### config.mk
export PLATFORM = sky130hd
export DESIGN_NAME = reg_file_alu_pipe
export DESIGN_NICKNAME = d
export VERILOG_FILES = /design/src/rtl/reg_file_alu_pkg.sv /design/src/rtl/reg_file_alu_pipe_alu.sv /design/src/rtl/reg_file_alu_pipe.sv
export SDC_FILE = /design/constraint.sdc
export NUM_CORES = 1
export LEC_CHECK = 0
export BUFFER_PORTS_ARGS = -buffer_cell sky130_fd_sc_hd__buf_4
export CORE_MARGIN = 2
export CORE_UTILIZATION = 35
export CTS_CLUSTER_SIZE = 16
export DETAILED_ROUTE_END_ITERATION = 6
export PLACE_DENSITY = 0.47
export SYNTH_ARGS = -nofsm -noshare
export SYNTH_HDL_FRONTEND = slang
export SYNTH_SLANG_ARGS = --single-unit
### constraint.sdc
create_clock -name CLK -period 6.4 [get_ports CLK]
set_input_delay 0.64 -clock CLK [delete_from_list [all_inputs] [get_ports CLK]]
set_output_delay 0.64 -clock CLK [all_outputs]
set_load 0.02 [all_outputs]
### src/rtl/reg_file_alu_pkg.sv
// reg_file_alu_pkg: shared ALU opcode enum, flag bundle and flag packing helper
package reg_file_alu_pkg;

    localparam int ALU_OP_W = 3;

    typedef enum logic [ALU_OP_W-1:0] {
        ALU_ADD = 3'd0,
        ALU_SUB = 3'd1,
        ALU_AND = 3'd2,
        ALU_OR  = 3'd3,
        ALU_XOR = 3'd4,
        ALU_SLL = 3'd5,
        ALU_SRL = 3'd6,
        ALU_SLT = 3'd7
    } alu_op_e;

    typedef struct packed {
        logic zero;
        logic carry;
        logic negative;
    } alu_flags_t;

    function automatic alu_flags_t pack_flags(input logic zero, input logic carry, input logic negative);
        pack_flags = {zero, carry, negative};
    endfunction

endpackage

### src/rtl/reg_file_alu_pipe_alu.sv
// alu_core: combinational 8-op ALU producing result and ADD/SUB carry-out
module alu_core
    import reg_file_alu_pkg::*;
#(
    parameter int DATA_W = 8
)(
    input  logic [DATA_W-1:0] a,
    input  logic [DATA_W-1:0] b,
    input  alu_op_e           op,
    output logic [DATA_W-1:0] result,
    output logic              carry
);

    localparam int SH_W = $clog2(DATA_W);

    logic              is_sub;
    logic [DATA_W-1:0] b_eff;
    logic [DATA_W:0]   sum;
    logic [SH_W-1:0]   shamt;

    assign is_sub = (op == ALU_SUB);
    assign b_eff  = is_sub ? ~b : b;
    assign sum    = {1'b0, a} + {1'b0, b_eff} + {{DATA_W{1'b0}}, is_sub};
    assign shamt  = b[SH_W-1:0];

    // Operation select; carry only meaningful for the adder ops
    always_comb begin
        result = '0;
        case (op)
            ALU_ADD, ALU_SUB: result = sum[DATA_W-1:0];
            ALU_AND:          result = a & b;
            ALU_OR:           result = a | b;
            ALU_XOR:          result = a ^ b;
            ALU_SLL:          result = a << shamt;
            ALU_SRL:          result = a >> shamt;
            ALU_SLT:          result = {{(DATA_W-1){1'b0}}, $signed(a) < $signed(b)};
            default:          result = '0;
        endcase
        carry = (op == ALU_ADD || is_sub) ? sum[DATA_W] : 1'b0;
    end

endmodule

### src/rtl/reg_file_alu_pipe.sv
// reg_file_alu_pipe: register file + ALU with one registered execute stage, forwarding and deferred writeback
module reg_file_alu_pipe
    import reg_file_alu_pkg::*;
#(
    parameter int DATA_W   = 8,
    parameter int ADDR_W   = 4,
    parameter int ZERO_REG = 1
)(
    input  logic                CLK,
    input  logic                RST,
    input  logic                valid_in,
    input  logic [ADDR_W-1:0]   RA1,
    input  logic [ADDR_W-1:0]   RA2,
    input  logic [ADDR_W-1:0]   WA,
    input  logic [DATA_W-1:0]   immediate,
    input  logic [ALU_OP_W-1:0] ALUControl,
    input  logic                write_enable,
    input  logic                ALUSrc,
    output logic [DATA_W-1:0]   ALUResult,
    output logic [DATA_W-1:0]   cpu_out,
    output logic                valid_out,
    output logic                Zero,
    output logic                Carry,
    output logic                Negative
);

    localparam int DEPTH = 2 ** ADDR_W;

    logic [DATA_W-1:0] rf_q [DEPTH];
    logic [DATA_W-1:0] res_q, rd2_q;
    logic [DATA_W-1:0] res_d, rd1_d, rd2_d, b_d;
    logic [ADDR_W-1:0] ex_wa_q;
    logic              ex_valid_q, ex_we_q, carry_d, wb_en;
    alu_flags_t        flags_q, flags_d;

    // A pending EX result both forwards to the readers and retires into the RF; R0 is excluded when hardwired
    assign wb_en = ex_valid_q & ex_we_q & ~((ZERO_REG != 0) && (ex_wa_q == '0));

    // Operand read with EX forwarding taking priority over the (possibly stale) RF entry
    always_comb begin
        rd1_d   = (wb_en && ex_wa_q == RA1) ? res_q : ((ZERO_REG != 0) && RA1 == '0) ? '0 : rf_q[RA1];
        rd2_d   = (wb_en && ex_wa_q == RA2) ? res_q : ((ZERO_REG != 0) && RA2 == '0) ? '0 : rf_q[RA2];
        b_d     = ALUSrc ? immediate : rd2_d;
        flags_d = pack_flags(res_d == '0, carry_d, res_d[DATA_W-1]);
    end

    alu_core #(.DATA_W(DATA_W)) u_alu (
        .a      (rd1_d),
        .b      (b_d),
        .op     (alu_op_e'(ALUControl)),
        .result (res_d),
        .carry  (carry_d)
    );

    // Execute stage register; result, store data and flags hold while no op issues
    always_ff @(posedge CLK or posedge RST) begin
        if (RST) begin
            ex_valid_q <= 1'b0;
            ex_we_q    <= 1'b0;
            ex_wa_q    <= '0;
            res_q      <= '0;
            rd2_q      <= '0;
            flags_q    <= '0;
        end else begin
            ex_valid_q <= valid_in;
            ex_we_q    <= valid_in & write_enable;
            if (valid_in) begin
                ex_wa_q <= WA;
                res_q   <= res_d;
                rd2_q   <= rd2_d;
                flags_q <= flags_d;
            end
        end
    end

    // Register file with deferred writeback of the EX result
    always_ff @(posedge CLK or posedge RST) begin
        if (RST) begin
            for (int i = 0; i < DEPTH; i++) rf_q[i] <= '0;
        end else if (wb_en) begin
            rf_q[ex_wa_q] <= res_q;
        end
    end

    assign ALUResult = res_q;
    assign cpu_out   = rd2_q;
    assign valid_out = ex_valid_q;
    assign Zero      = flags_q.zero;
    assign Carry     = flags_q.carry;
    assign Negative  = flags_q.negative;

endmodule

==> run summary <==
Status: finished clean
Relative slew slack: 16.4%
Core ar.: 27700 sq um
Portion of total power attributed to sequential cells: 40.8%
CTS H-Tree Depth: 4
Top cells by area, synth: dfrtp_1, mux4_2, mux2_2, mux2i_1, ha_1
Area growth, synth to finish: 11.7%
Die span in x: 172 microns
Final Slew Violations: 0
Nets@finish: 880
Post-synthesis register bit count: 152
Share of layout cells above drive strength 1: 35.7%
Worst hold slack: 0.389 ns
Setup TNS: 0 ns
Comb power frac: 26.2%
DR vias: 6951
Biggest area consumer among synthesized cells: dfrtp_1
Antenna violations before repair: 0
Skew final: 0.0183 ns
Maxcap violations: 0
Internal: 2150 uW
Startpoint types: input pin
Row count: 61
GRT Residual Overflow: 0
Total Routing Usage GR: 20.9%
Post-route setup slack: 1.55 ns
Syn avg cell area: 12.1 sq um
Hold crit path type: in -> async
Switching share of power: 32.4%
Die height: 172 microns
Cts bufs inserted: 17
Mapped cell area: 9830 sq um
Post-synth EDFFs: 0
Skew-Pair Late Insertion Delay: 0.43 ns
Prevailing post-synth register cell: dfrtp_1
Iter 0 DRT Violations: 631
Worst EP required: 6.73 ns
First-pass GRT wire length: 45100 microns
Die area: 29500 sq um
Worst slack at placement: 1.12 ns
Starting Density: 35.5%
Net Switching: 1030 uW
Fraction of registers with async set/reset: 100%
Post-CTS setup buffers: 0
Largest net degree at the start of global routing: 93
Drt pass-1 iters: 5
Routed WL: 29700 microns
Clock transition at path regs: 0.07 ns
Via density: 5.75
Worst setup EP type: register
Count of cell types in the netlist: 70
Post-CTS Resized: 0
PD cells: 290 nW/um^2
Fmax: 206 MHz
Crit path kind: in -> reg
Peak supply drop: 0.138 mV
Final Util: 39.6%
Final setup vio count: 0
Clock share of power: 33.1%
ANT cells: 0
Residual DRC count: 0
Worst-path fanout max: 33
CTS tree: built
Final hold violation count: 0
Sequential-to-total area share from yosys stat: 38.7%
Leakage: 0.00491 uW
CTS Buffer Depth: 2
Data arrival, critical path: 5.18 ns
Buffers on Ports: 47
Placer Congestion: 0.874
Mapped Cells: 811
Crit path time final: 4.85 ns
Sink Count: 152
Worst slew pin tran: 1.25 ns
Net Count, Synth: 872
RSZ-0062 raised after global routing: no
Tcrit/Tclk final: 75.8%
Yosys warnings: 0
Cts hold-fix bufs: 0
Reg2Reg Depth: 16
R2r setup slk: 1.71 ns
DR WL/cell: 24.6 microns
Number of global-route vias before repair: 7224
Hpwl dp: 20600 microns
Antenna-violating nets left: 0
Root buffer cell: clkbuf_16
I/O Pins: 48
Top-area cell type share of the netlist area: 38.7%
-- sequential cells by signal, summed over array words and instances, names as in the netlist --
signal and flops:
ALUResult 8, Carry 1, Zero 1, cpu_out 8, ex_wa_q 4, ex_we_q 1, rf_q 128, valid_out 1
-- critical path, stage by stage --
cell and delay (ns):
buf_4 0.51, mux4_2 0.58, o22ai_1 0.23, o31a_1 0.67, inv_2 0.29, xnor2_1 0.25, fa_1 0.45, a21o_1 0.17
a21oi_1 0.23, o21bai_1 0.09, a21oi_1 0.23, xor2_1 0.17, nand2_1 0.09, a22oi_1 0.16, nand4b_1 0.14, o32ai_2 0.27
-- per-stage QoR --
step / cells / total power [uW] / instance area (sq um)
after floorplan: 811 / 1870 / 9830
final: 1209 / 3180 / 11000
after detailed placement: 1178 / 2150 / 10400
after CTS: 1209 / 3200 / 11000
after global placement: 1178 / 2120 / 10400
after global routing: 1209 / 3340 / 11000
-- per-layer routing --
layer | up-vias | global-route usage (%) | part of all wire (%)
met5 | - | 0 | 0
met4 | 0 | 6.60 | 2.5
met3 | 39 | 3.93 | 4.5
met2 | 212 | 35.3 | 50
met1 | 3638 | 27.2 | 43
li1 | 3062 | - | -
-- worst paths after layout --
path	start	endpoint
max	RA2[0]	Zero$_DFFE_PP0P_
min	RST	rf_q[106]$_DFFE_PP0P_
max reg2reg	ex_wa_q[2]$_DFFE_PP0P_	Zero$_DFFE_PP0P_
min reg2reg	rf_q[124]$_DFFE_PP0P_	rf_q[124]$_DFFE_PP0P_
max in group asynchronous	RST	rf_q[92]$_DFFE_PP0P_
min in group CLK	rf_q[124]$_DFFE_PP0P_	rf_q[124]$_DFFE_PP0P_
-- cell usage after synthesis (5+ instances only) --
cell type	instances
a21oi_1	22
a22o_1	6
a22oi_1	20
a22oi_2	8
buf_1	7
buf_2	6
buf_4	11
buf_6	5
clkbuf_1	36
dfrtp_1	152
ha_1	32
inv_1	25
mux2_2	120
mux2i_1	41
mux4_2	64
nand2_1	53
nand2b_1	6
nand3_1	7
nor2_1	28
nor2b_1	8
nor3_1	8
o21a_1	12
o21ai_0	25
o22ai_1	7
xnor2_1	8
xor2_1	12
-- logic make-up after synthesis --
logic type	synth area share, %
AOI/OAI and AO/OA	10.4
xor gates and xnor gates	1.78
adders and majority gates	4.27
buffers and inverters	4.83
DFF	38.7
muxes	32.6
and+or+nand+nor	7.47
-- layout by cell type, fill, tap and decap left out, types with 4 or more instances in the layout --
| cell type | count |
|---|---|
| mux2_2 | 120 |
| ha_1 | 32 |
| or3_1 | 4 |
| inv_1 | 24 |
| dfrtp_1 | 152 |
| or2_2 | 4 |
| a22o_1 | 6 |
| a21oi_1 | 22 |
| mux4_2 | 64 |
| and2_1 | 4 |
| and3_1 | 4 |
| a22oi_1 | 20 |
| nor3b_1 | 4 |
| o21a_1 | 12 |
| nand3_1 | 7 |
| nand2b_1 | 6 |
| nor2_1 | 28 |
| xnor2_1 | 8 |
| xor2_1 | 12 |
| o22ai_1 | 7 |
| nor2b_1 | 8 |
| a221oi_1 | 4 |
| nor3_1 | 8 |
| mux2i_1 | 41 |
| buf_4 | 57 |
| o21ai_0 | 25 |
| clkbuf_16 | 17 |
| nand2_1 | 53 |
| a22oi_2 | 8 |
-- layout make-up --
cell class / count / area, sq um
clock buffers: 20 / 467
fillers: 2649 / 16700
multi-input cells: 563 / 5560
clock inverters: 11 / 136
well taps: 378 / 473
repair buffers: 57 / 428
flip-flops and latches: 152 / 3800
inverters: 28 / 110
-- power by group through the flow --
| stage | registers, uW | logic [uW] | clock network [uW] |
|---|---|---|---|
| floorplan | 1240 | 631 | 0 |
| finish | 1300 | 832 | 1050 |
| detailed placement | 1310 | 836 | 0 |
| CTS | 1290 | 839 | 1070 |
| global route | 1320 | 908 | 1120 |
| global placement | 1290 | 826 | 0 |
No activity file was read; power rests on OpenSTA's default activity.
